[src/rtl/mem_arbiter.sv]
// Round-robin arbiter between instruction fetch (read-only) and data access
// for a single main_memory port, with a fixed multi-cycle access latency.
module mem_arbiter #(
  parameter int unsigned ADDR_W  = 20,
  parameter int unsigned DATA_W  = 32,
  parameter int unsigned LATENCY = 5
) (
  input  logic              clk,
  input  logic              reset,
  input  logic              if_req,
  input  logic [ADDR_W-1:0] if_addr,
  output logic [DATA_W-1:0] if_rdata,
  output logic              if_ack,
  input  logic              d_req,
  input  logic              d_wr,
  input  logic [ADDR_W-1:0] d_addr,
  input  logic [DATA_W-1:0] d_wdata,
  output logic [DATA_W-1:0] d_rdata,
  output logic              d_ack,
  output logic [ADDR_W-1:0] mem_addr,
  output logic [DATA_W-1:0] mem_wdata,
  output logic              mem_wrt_en,
  input  logic [DATA_W-1:0] mem_rdata,
  output logic              busy
);

  typedef enum logic [1:0] {
    ST_IDLE = 2'd0,
    ST_BUSY = 2'd1,
    ST_RESP = 2'd2
  } state_t;

  // Counter reload: the access spans LATENCY cycles, counting down to zero.
  localparam logic [3:0] CNT_INIT = 4'(LATENCY - 1);

  state_t      state_r;
  logic        last_grant_r;  // 1 = data port served last
  logic        grant_r;       // 1 = data port owns the current access
  logic        wr_r;
  logic [3:0]  cnt_r;
  logic        grant_d_s;

  // Pick the requester to serve: alternate when both ask, else whoever asks.
  always_comb begin
    grant_d_s = 1'b0;
    if (if_req && d_req) begin
      grant_d_s = ~last_grant_r;
    end else if (d_req) begin
      grant_d_s = 1'b1;
    end else begin
      grant_d_s = 1'b0;
    end
  end

  // Access sequencer: IDLE -> BUSY (LATENCY cycles) -> RESP -> IDLE.
  always_ff @(posedge clk or negedge reset) begin
    if (!reset) begin
      state_r      <= ST_IDLE;
      last_grant_r <= 1'b1;
      grant_r      <= 1'b0;
      wr_r         <= 1'b0;
      cnt_r        <= 4'd0;
      if_rdata     <= '0;
      if_ack       <= 1'b0;
      d_rdata      <= '0;
      d_ack        <= 1'b0;
      mem_addr     <= '0;
      mem_wdata    <= '0;
      mem_wrt_en   <= 1'b0;
      busy         <= 1'b0;
    end else begin
      if_ack     <= 1'b0;
      d_ack      <= 1'b0;
      mem_wrt_en <= 1'b0;
      case (state_r)
        ST_IDLE: begin
          if (if_req || d_req) begin
            grant_r  <= grant_d_s;
            wr_r     <= grant_d_s & d_wr;
            mem_addr <= grant_d_s ? d_addr : if_addr;
            if (grant_d_s) begin
              mem_wdata <= d_wdata;
            end
            cnt_r <= CNT_INIT;
            // A one-cycle access is already in its last cycle once granted.
            mem_wrt_en <= (CNT_INIT == 4'd0) && grant_d_s && d_wr;
            busy       <= 1'b1;
            state_r    <= ST_BUSY;
          end
        end
        ST_BUSY: begin
          if (cnt_r != 4'd0) begin
            cnt_r      <= cnt_r - 4'd1;
            mem_wrt_en <= (cnt_r == 4'd1) && wr_r;
          end else begin
            if (!wr_r) begin
              if (grant_r) begin
                d_rdata <= mem_rdata;
              end else begin
                if_rdata <= mem_rdata;
              end
            end
            if (grant_r) begin
              d_ack <= 1'b1;
            end else begin
              if_ack <= 1'b1;
            end
            state_r <= ST_RESP;
          end
        end
        ST_RESP: begin
          last_grant_r <= grant_r;
          busy         <= 1'b0;
          state_r      <= ST_IDLE;
        end
        default: begin
          busy    <= 1'b0;
          state_r <= ST_IDLE;
        end
      endcase
    end
  end

endmodule

[config.mk]
export PLATFORM = sky130hd
export DESIGN_NAME = mem_arbiter
export DESIGN_NICKNAME = d
export VERILOG_FILES = /design/src/rtl/mem_arbiter.sv
export SDC_FILE = /design/constraint.sdc
export NUM_CORES = 1
export LEC_CHECK = 0
export ABC_AREA = 1
export ABC_CLOCK_PERIOD_IN_PS = 1500
export BUFFER_PORTS_ARGS = -buffer_cell sky130_fd_sc_hd__buf_2
export CORE_ASPECT_RATIO = 0.75
export CORE_MARGIN = 3
export CORE_UTILIZATION = 43
export DETAILED_ROUTE_END_ITERATION = 8
export MAX_ROUTING_LAYER = met4
export PLACE_DENSITY = 0.76
export RECOVER_POWER = 25
export SLEW_MARGIN = 25
export SYNTH_ARGS = -nofsm -noshare
export SYNTH_HDL_FRONTEND = slang
export SYNTH_SLANG_ARGS = --single-unit
[constraint.sdc]
create_clock -name clk -period 1.5 [get_ports clk]
set_clock_uncertainty 0.2 [all_clocks]
set_input_delay 0.15 -clock clk [delete_from_list [all_inputs] [get_ports clk]]
set_output_delay 0.15 -clock clk [all_outputs]
set_load 0.05 [all_outputs]
==> results of run 1 <==
## cells in the mapped netlist, drive strengths merged
master  count  area share (%)
ha          2            0.46
clkbuf      4            0.30
dfrtp     128              59
o21ai      87             8.1
nand4       1            0.11
nand2     304              21
nor3        2            0.18
dfstp       1            0.48
a21oi       2            0.18
inv        32             2.2
buf        29             4.2
nor2       30             2.7
nand3      11             1.4
a31oi       1            0.11
## what timing repair did
action / 4_1_cts / 5_1_grt
hold endpoints to repair: 247 / 12
setup endpoints to repair: 20 / 121
pin swaps: 1 / 30
setup buffers: 0 / 6
resized for setup: 8 / 61
gates cloned: 0 / 6
## metrics by stage
step | setup WS [ns] | cells | TNS (ns)
final | -0.0413 | 1180 | -0.241
after floorplan | 0.00878 | 634 | 0
after global routing | -0.0980 | 1180 | -4.38
after global placement | -0.000391 | 1029 | -0.000391
after CTS | -0.0347 | 1169 | -0.475
after detailed placement | -0.0727 | 1029 | -0.168
## cell usage in the layout, fill, tap and decap left out, types with 2 or more instances in the layout
master,Yosys,layout
clkbuf_8,0,2
dlygate4sd3_1,0,108
inv_1,29,26
nand3_1,8,7
o21ai_0,16,3
o21ai_1,70,73
a21oi_1,2,2
nor2_4,4,6
buf_4,1,25
nand2_2,1,15
nand2_1,303,281
nor2_1,25,24
o21ai_2,1,10
clkbuf_16,0,22
nand3_2,2,3
dfrtp_1,128,127
bufinv_16,0,2
buf_2,13,227
clkinvlp_4,0,4
nor3_1,2,2
buf_12,0,9
nand2_4,0,8
inv_6,0,5
inv_2,3,5
buf_6,13,9
## cells by family after synthesis
kind of cell,after synthesis,share of synthesized area (%)
AOI/OAI and AO/OA,90,8.35
buffers and inverters,65,6.65
and+or+nand+nor,348,25.3
adders and majority gates,2,0.459
DFF,129,59.2
## layer usage
layer	GRT usage [%]	vias up	share of wire, %
met3	6.10	55	9.6
met5	-	-	0
li1	-	2725	-
met1	33.2	2754	39
met4	8.27	0	2.8
met2	41.4	352	48
## registers in the layout (all words and copies together) (netlist names)
register,cells
cnt_r,4
last_grant_r,1
mem_addr,20
wr_r,1
grant_r,1
mem_wrt_en,1
busy,1
d_rdata,32
d_ack,1
if_ack,1
state_r,2
mem_wdata,32
if_rdata,32
## final cells by class
class                   count  area (sq um)  share of cell area (%)
flip-flops and latches    129          3230                    35.8
multi-input cells         440          2030                    22.5
repair buffers            385          2830                    31.4
well taps                 162           203                    2.25
inverters                  32           123                    1.36
clock inverters            13           148                    1.64
clock buffers              19           453                    5.02
## how the worst max path moves through the flow
stage                           startpoint  slack, ns  cells past startpoint                        to
finish              state_r[1]$_DFFE_PN0P_      -0.04                      6  mem_addr[19]$_DFFE_PN0P_
global route        state_r[0]$_DFFE_PN0P_       -0.1                      6  mem_addr[16]$_DFFE_PN0P_
CTS                   cnt_r[1]$_DFFE_PN0P_      -0.03                      6   d_rdata[10]$_DFFE_PN0P_
detailed placement    cnt_r[1]$_DFFE_PN0P_      -0.07                      6   d_rdata[10]$_DFFE_PN0P_
global placement      cnt_r[1]$_DFFE_PN0P_    -0.0004                      6   d_rdata[11]$_DFFE_PN0P_
floorplan             cnt_r[0]$_DFFE_PN0P_      0.009                      7    d_rdata[0]$_DFFE_PN0P_
## power groups by stage
stage | logic (mW) | registers, mW | clock network (mW)
2_1_floorplan | 3.13 | 11.7 | 0
3_3_place_gp | 11.8 | 6.21 | 0
3_5_place_dp | 12.0 | 6.18 | 0
4_1_cts | 12.2 | 6.19 | 4.22
5_1_grt | 14.0 | 6.45 | 4.39
6_report | 13.2 | 6.27 | 4.17
==> impl_metrics.json, run 1 <==
{
  "status": "finished, violations left",
  "failed_checks": "negative setup slack",
  "fin_crit_sh_pct": 103,
  "slowest_stage": "dfrtp_1",
  "grt_use_total_pct": 26.1,
  "fin_nets": 1116,
  "synth_seq_cells": 129,
  "cts_tree": "yes",
  "core-area_sq_mm": 0.0120,
  "fp.dieW_um": 136,
  "fin_area_sq_mm": 0.00902,
  "vdd_drop_max_mv": 1.52,
  "holdBufCountCts": 108,
  "routedWlPerCell_um": 16.2,
  "antenna_found_initial": 0,
  "switching_power_mw": 12.3,
  "grt_max_degree": 51,
  "avgViaCountPerCell": 4.99,
  "clock-sinks": 129,
  "die_h_um": 104,
  "syn_to_final_growth_pct": 65.4,
  "power_density_mw_per_mm2": 2620,
  "htreeDepth": 4,
  "grt_pass1_wl_mm": 28.8,
  "r2r_end": "mem_addr[19]$_DFFE_PN0P_",
  "timing.hold.ws_ns": 0.0425,
  "die-area_sq_mm": 0.0141,
  "path_clk_slew_ns": 0.06,
  "io_pins": 229,
  "r2r_cells": 6,
  "port_buffers": 228,
  "fill_cells": 790,
  "ys_types": 26,
  "min_path_type": "primary input to async pin",
  "path_buf_inv": 2,
  "pwr-share-clk_pct": 17.7,
  "seq_area_frac_synth_pct": 59.2,
  "cp_data_arrival_time_ns": 1.65,
  "slowest_delay_ns": 0.40,
  "timing.rr.start": "state_r[1]$_DFFE_PN0P_",
  "synthesis.area_sq_mm": 0.00546,
  "setup_violations": 14,
  "power_mw": 23.6,
  "dp_hpwl_mm": 10.5,
  "crit_family": "flip-flops",
  "clk_latency_ns": 0.41,
  "route.detailed.drc": 0,
  "seq_power_share_pct": 26.5,
  "globalplace.congestion": 0.797,
  "grt_pass1_vias": 5781,
  "syn_area_per_cell_sq_um": 8.60,
  "place_area_sq_mm": 0.00699,
  "timing.fmax_mhz": 649,
  "yosysWarnings": 0,
  "final-max-slew-violation-count": 0,
  "cap_violations": 0,
  "cp_max_fo": 6,
  "syn_nets": 745,
  "initialDrtViolationCount": 293,
  "num_vias": 5886,
  "worst_pin_slew_ns": 0.479,
  "finalHoldViolCount": 0,
  "drt_wl_total_mm": 19.1,
  "cp.required_ns": 1.61,
  "crit_chain": "inv_2 -> nand2_4 -> nor2_4 -> buf_12 -> nand2_1 -> o21ai_1",
  "detail-route-antenna-nets": 0,
  "endpoint_kind": "register",
  "cts-root-buf": "clkbuf_16",
  "cts_buffer_depth": 2,
  "start_util_pct": 45.5,
  "min_period_ns": 1.54,
  "drive_above_1_share_pct": 35.6,
  "rsz0062_at_grt": "true",
  "cp-start-kind": "register",
  "p_comb_share_pct": 55.8,
  "crit_type": "register to register",
  "rows": 34,
  "fin_ws_ns": -0.0413,
  "p_int_mw": 11.3,
  "first_pass_iters": 5,
  "antenna_cells": 0,
  "relSlewSlack_pct": 68.1,
  "gr-total-overflow": 0,
  "cts_buffers": 17,
  "r2r_slack_ns": -0.04,
  "p_leak_nw": 4.74,
  "sw_frac_of_total_pct": 52.0,
  "syn_inst": 634,
  "utilization_pct": 75.2
}
Note: power is estimated with default switching activity, not from simulation.
==> run 2, diff against run 1 <==
==> constraint.sdc (replaced) <==
create_clock -name clk -period 1.5 [get_ports clk]
set_clock_uncertainty 0.2 [all_clocks]
set_input_delay 0.375 -clock clk [delete_from_list [all_inputs] [get_ports clk]]
set_output_delay 0.375 -clock clk [all_outputs]
set_load 0.05 [all_outputs]
==> run 2 against run 1 <==
  * Sequential cell count did not move
  * Largest cell class is now non-clock buffers
  * First-iteration DRC count rose by 24%
  * The run still ends with negative setup slack left
  * Cell area rose by 9.2%
  * Sequential share of layout area fell by 3.0 points
==> impl_metrics.json, run 2 (synthesis gave the netlist of run 1 again) <==
{
  "crit_chain": "inv_2 -> ha_4 -> nand3_4 -> buf_12 -> o21ai_1 -> nand2_1",
  "cts_buffers": 17,
  "final-max-slew-violation-count": 0,
  "pre_cts_ws_ns": -0.0812,
  "cp-start-kind": "register",
  "p_comb_share_pct": 60.6,
  "fin_setup_tns_ns": -6.76,
  "slowest_stage": "dfrtp_1",
  "worst_pin_slew_ns": 0.601,
  "pwr-share-clk_pct": 15.3,
  "port_buffers": 228,
  "cts_buffer_depth": 2,
  "cap_violations": 0,
  "status": "finished, violations left",
  "dp_cells": 1035,
  "setup_violations": 178,
  "num_vias": 6275,
  "grt_pass1_vias": 6067,
  "die-area_sq_mm": 0.0141,
  "routedWlPerCell_um": 18.8,
  "die_h_um": 104,
  "crit_family": "flip-flops",
  "fin_ws_ns": -0.110,
  "globalplace.congestion": 0.799,
  "start_util_pct": 45.5,
  "cts_tree": "yes",
  "vdd_drop_max_mv": 1.83,
  "endpoint_kind": "register",
  "mostFrequentLayoutCells": "nand2_1, dfrtp_1, buf_6, buf_2, buf_4",
  "clock-sinks": 129,
  "path_buf_inv": 2,
  "dp_hpwl_mm": 10.7,
  "cp.required_ns": 1.57,
  "grt_pass1_wl_mm": 31.5,
  "switching_power_mw": 13.5,
  "min_path_type": "primary input to register",
  "final_common_cell": "nand2_1",
  "top_regs": "d_rdata (32), if_rdata (32), mem_wdata (32)",
  "initialDrtViolationCount": 363,
  "fp.dieW_um": 136,
  "p_int_mw": 14.2,
  "drive_above_1_share_pct": 42.3,
  "failed_checks": "negative setup slack",
  "cp_data_arrival_time_ns": 1.68,
  "core-area_sq_mm": 0.0120,
  "stdcell_count": 1192,
  "htreeDepth": 4,
  "route.detailed.drc": 0,
  "rows": 34,
  "clk_latency_ns": 0.40,
  "sw_frac_of_total_pct": 48.8,
  "gr-total-overflow": 0,
  "finalHoldViolCount": 0,
  "power_density_mw_per_mm2": 2810,
  "avgViaCountPerCell": 5.26,
  "grt_max_degree": 64,
  "cp_max_fo": 28,
  "cts-root-buf": "clkbuf_16",
  "grt_use_total_pct": 28.9,
  "min_period_ns": 1.61,
  "syn_to_final_growth_pct": 80.5,
  "rsz0062_at_grt": "true",
  "seq_power_share_pct": 24.1,
  "antenna_found_initial": 0,
  "p_leak_nw": 5.10,
  "fin_nets": 1128,
  "drt_wl_total_mm": 22.4,
  "timing.fmax_mhz": 621,
  "path_clk_slew_ns": 0.06,
  "slowest_delay_ns": 0.38,
  "io_pins": 229,
  "relSlewSlack_pct": 60.0,
  "detail-route-antenna-nets": 0,
  "fin_crit_sh_pct": 107,
  "first_pass_iters": 5,
  "crit_type": "register to register"
}
-- run 2: cell types whose count changed in the layout (fill, tap and decap cells not counted), moves of 2 or more --
cell           before  now
inv_6               5    2
buf_12              9   13
clkinv_4            1    3
o21ai_1            73   61
buf_4              25   83
clkinvlp_4          4    1
o21ai_2            10   23
nand2_1           281  278
dlygate4sd3_1     108   61
clkinv_2            1    4
buf_2             227  108
nand2_4             8   11
buf_6               9  124
-- run 2: worst min-delay path, stage by stage --
cell	delay [ns]
buf_2	0.11
nand2_1	0.05
nand2_1	0.05
-- run 2: through the flow --
step,power (mW),utilization (%),hold WS (ns),area [sq um]
after global routing,28.7,82.1,0.0138,9840
final,27.6,82.1,0.0182,9850
after CTS,25.3,76.7,0.00111,9210
after detailed placement,18.1,58.6,0.0106,7030
after floorplan,14.8,-,-0.121,5470
after global placement,17.9,58.6,0.0113,7030
-- run 2: final timing paths --
path	startpoint	end	slack, ns	cells after the start
worst max-delay path	cnt_r[1]$_DFFE_PN0P_	if_rdata[29]$_DFFE_PN0P_	-0.11	6
worst min-delay path	mem_rdata[9]	d_rdata[9]$_DFFE_PN0P_	0.02	3
worst max register to register	cnt_r[1]$_DFFE_PN0P_	if_rdata[29]$_DFFE_PN0P_	-0.11	6
worst min register to register	mem_wdata[14]$_DFFE_PN0P_	mem_wdata[14]$_DFFE_PN0P_	0.30	2
max in group asynchronous	reset	mem_wdata[14]$_DFFE_PN0P_	0.05	3
min in group asynchronous	reset	d_rdata[4]$_DFFE_PN0P_	0.30	2
-- run 2: what timing repair did --
item	CTS	global route
hold buffers	61	0
endpoints found under the setup margin	186	240
cloned	0	6
gates resized for setup	256	79
hold endpoints to repair	214	0
pin swaps	0	32
buffers inserted	23	36
-- run 2: area by class of cell --
class / instances / area, sq um
clock buffers: 18 / 439
flip-flops and latches: 129 / 3230
fillers: 584 / 2150
multi-input cells: 440 / 2110
well taps: 162 / 203
diodes: 1 / 2.50
repair buffers: 397 / 3580
clock inverters: 13 / 161
inverters: 32 / 123
-- run 2: power groups by stage --
stage,Combinational (mW),Clock [mW],Sequential (mW)
floorplan,3.13,0,11.7
global placement,11.8,0,6.18
detailed placement,12.0,0,6.16
CTS,14.5,4.25,6.53
global route,17.5,4.44,6.80
finish,16.7,4.22,6.67
-- run 2: layer usage --
| layer | share of wire (%) | GRT usage [%] | up-vias |
|---|---|---|---|
| met5 | 0 | - | - |
| met4 | 3.7 | 11.4 | 0 |
| met3 | 10 | 8.48 | 88 |
| met2 | 50 | 46.7 | 441 |
| met1 | 36 | 34.0 | 2995 |
| li1 | - | - | 2751 |
==> run 3, diff against run 2 <==
CTS_CLUSTER_SIZE = 14   (was not set)
PLACE_DENSITY = 0.79   (was 0.76)
SETUP_SLACK_MARGIN = 0.2   (was not set)
==> run 3 against run 2 <==
  * The flow still finishes with violations (negative setup slack)
  * Cell area increased by 13%
  * Utilization increased by 11 points
  * Maximum frequency decreased by 4.4%
  * Global-route usage increased by 4.9 points
  * Largest cell class unchanged
==> impl_metrics.json, run 3 (synthesis gave the netlist of run 1 again) <==
{
  "status": "finished, violations left",
  "failed_checks": "negative setup slack",
  "cp-start-kind": "register",
  "rsz0062_at_grt": "true",
  "first_pass_iters": 5,
  "multi_input_area_sq_mm": 0.00273,
  "hold_depth": 3,
  "cts-root-buf": "clkbuf_16",
  "timing.hold.ws_ns": 0.0237,
  "initialDrtViolationCount": 883,
  "grtUsageMet1_pct": 38.7,
  "fin_crit_sh_pct": 112,
  "cap_violations": 0,
  "fill_cells": 348,
  "relSlewSlack_pct": 46.4,
  "start_util_pct": 45.5,
  "globalplace.congestion": 0.828,
  "p_leak_nw": 5.73,
  "power_mw": 31.1,
  "stdcell_count": 1226,
  "grt.met2_usage_pct": 55.4,
  "crit_type": "register to register",
  "die-area_sq_mm": 0.0141,
  "grt_use_total_pct": 33.8,
  "top_usage_layer": "met2",
  "timing.fmax_mhz": 594,
  "htreeDepth": 4,
  "routedWlPerCell_um": 26.1,
  "path_buf_inv": 3,
  "core-area_sq_mm": 0.0120,
  "cts_buffers": 17,
  "min_period_ns": 1.68,
  "slowest_stage": "dfrtp_2",
  "setup_violations": 240,
  "gr-total-overflow": 0,
  "fin_ws_ns": -0.183,
  "antenna_found_initial": 1,
  "fin_setup_tns_ns": -16.96,
  "avgViaCountPerCell": 6.09,
  "r2r_slack_ns": -0.18,
  "r2r_end": "mem_wdata[24]$_DFFE_PN0P_",
  "slowest_delay_ns": 0.46,
  "vdd_drop_max_mv": 2.00,
  "clk_latency_ns": 0.41,
  "r2r_cells": 7,
  "drt_wl_total_mm": 32.0,
  "grt_pass1_vias": 6665,
  "grt_max_degree": 34,
  "timing.rr.start": "state_r[0]$_DFFE_PN0P_",
  "cp.required_ns": 1.59,
  "fp.dieW_um": 136,
  "cp_data_arrival_time_ns": 1.77,
  "power_density_mw_per_mm2": 2790,
  "drive_above_1_share_pct": 56.4,
  "hold_end": "mem_addr[17]$_DFFE_PN0P_",
  "final-max-slew-violation-count": 0,
  "detail-route-antenna-nets": 0,
  "rows": 34,
  "route.detailed.drc": 0,
  "finalHoldViolCount": 0,
  "endpoint_kind": "register",
  "min_path_type": "primary input to register",
  "worst_pin_slew_ns": 0.804,
  "die_h_um": 104,
  "cts_buffer_depth": 2,
  "dp_hpwl_mm": 10.5,
  "syn_to_final_growth_pct": 104,
  "mostFrequentLayoutCells": "nand2_1, buf_6, dfrtp_1, buf_2",
  "dp_cells": 1030,
  "cts_tree": "yes",
  "final_common_cell": "nand2_1",
  "grt_pass1_wl_mm": 36.0,
  "port_buffers": 228,
  "clock-sinks": 129,
  "path_clk_slew_ns": 0.07,
  "num_vias": 7466,
  "seq_area_sq_mm": 0.00323,
  "crit_family": "simple AND/OR/NAND/NOR gates",
  "io_pins": 229,
  "fin_nets": 1163,
  "top_regs": "d_rdata (32), if_rdata (32), mem_wdata (32)",
  "min_from": "d_addr[17]",
  "cp_max_fo": 16,
  "crit_chain": "inv_2 -> nand2_4 -> nor2_4 -> inv_4 -> buf_16 -> nand2_1 -> nand2_1",
  "crit_top_cell": "nand2_1",
  "pre_cts_ws_ns": -0.0702,
  "use_met3_pct": 8.62
}
run 3: changes by cell type in the layout (fill, tap and decap cells not counted), sizes merged:
cell and delta:
buf +33, bufinv +2, clkbuf -1, clkinv -3
clkinvlp +2, dlygate4sd3 +1, inv -1, nor2 +1
run 3: cell type report:
class	count	share of cell area (%)
Clock buffer	17	3.82
Inverter	32	1.15
Multi-Input combinational cell	441	24.6
Sequential cell	129	29.0
Clock inverter	13	1.91
Tap cell	162	1.82
Timing Repair Buffer	431	37.7
Antenna cell	1	0.0225
run 3: power by group:
part / total [mW] / switching [mW] / internal (mW)
logic: 19.5 / 12.1 / 7.36
registers: 6.95 / 1.74 / 5.22
clock network: 4.66 / 1.71 / 2.94
run 3: how the worst max path moves through the flow:
stage,slack (ns),startpoint,cells past startpoint,endpoint
floorplan,0.009,cnt_r[0]$_DFFE_PN0P_,7,d_rdata[0]$_DFFE_PN0P_
global placement,-0.02,d_req,5,mem_addr[12]$_DFFE_PN0P_
detailed placement,-0.07,state_r[0]$_DFFE_PN0P_,5,mem_addr[0]$_DFFE_PN0P_
CTS,-0.07,d_rdata[21]$_DFFE_PN0P_,1,d_rdata[21]
global route,-0.22,state_r[0]$_DFFE_PN0P_,7,mem_wdata[24]$_DFFE_PN0P_
finish,-0.18,state_r[0]$_DFFE_PN0P_,7,mem_wdata[24]$_DFFE_PN0P_
run 3: timing repair:
item,4_1_cts,5_1_grt
endpoints found under the setup margin,248,248
resized for setup,341,199
buffers inserted,35,48
endpoints found under the hold margin,98,0
pin swaps,17,55
hold buffers,62,0
gates cloned,13,7
run 3: metrics by stage:
| step | utilization, % | instance area [sq um] |
|---|---|---|
| final | 92.8 | 11100 |
| after global routing | 92.8 | 11100 |
| after CTS | 83.0 | 9950 |
| after detailed placement | 58.6 | 7020 |
| after global placement | 58.6 | 7020 |
| after floorplan | - | 5530 |
run 3: metal layers:
metal | vias up | part of all wire, %
li1 | 2830 | -
met1 | 3533 | 33
met2 | 818 | 46
met3 | 285 | 13
met4 | 0 | 8.2
met5 | - | 0
run 3: worst min-delay path, stage by stage:
cell and delay (ns):
buf_2 0.08, nor2_1 0.04, o21ai_1 0.10
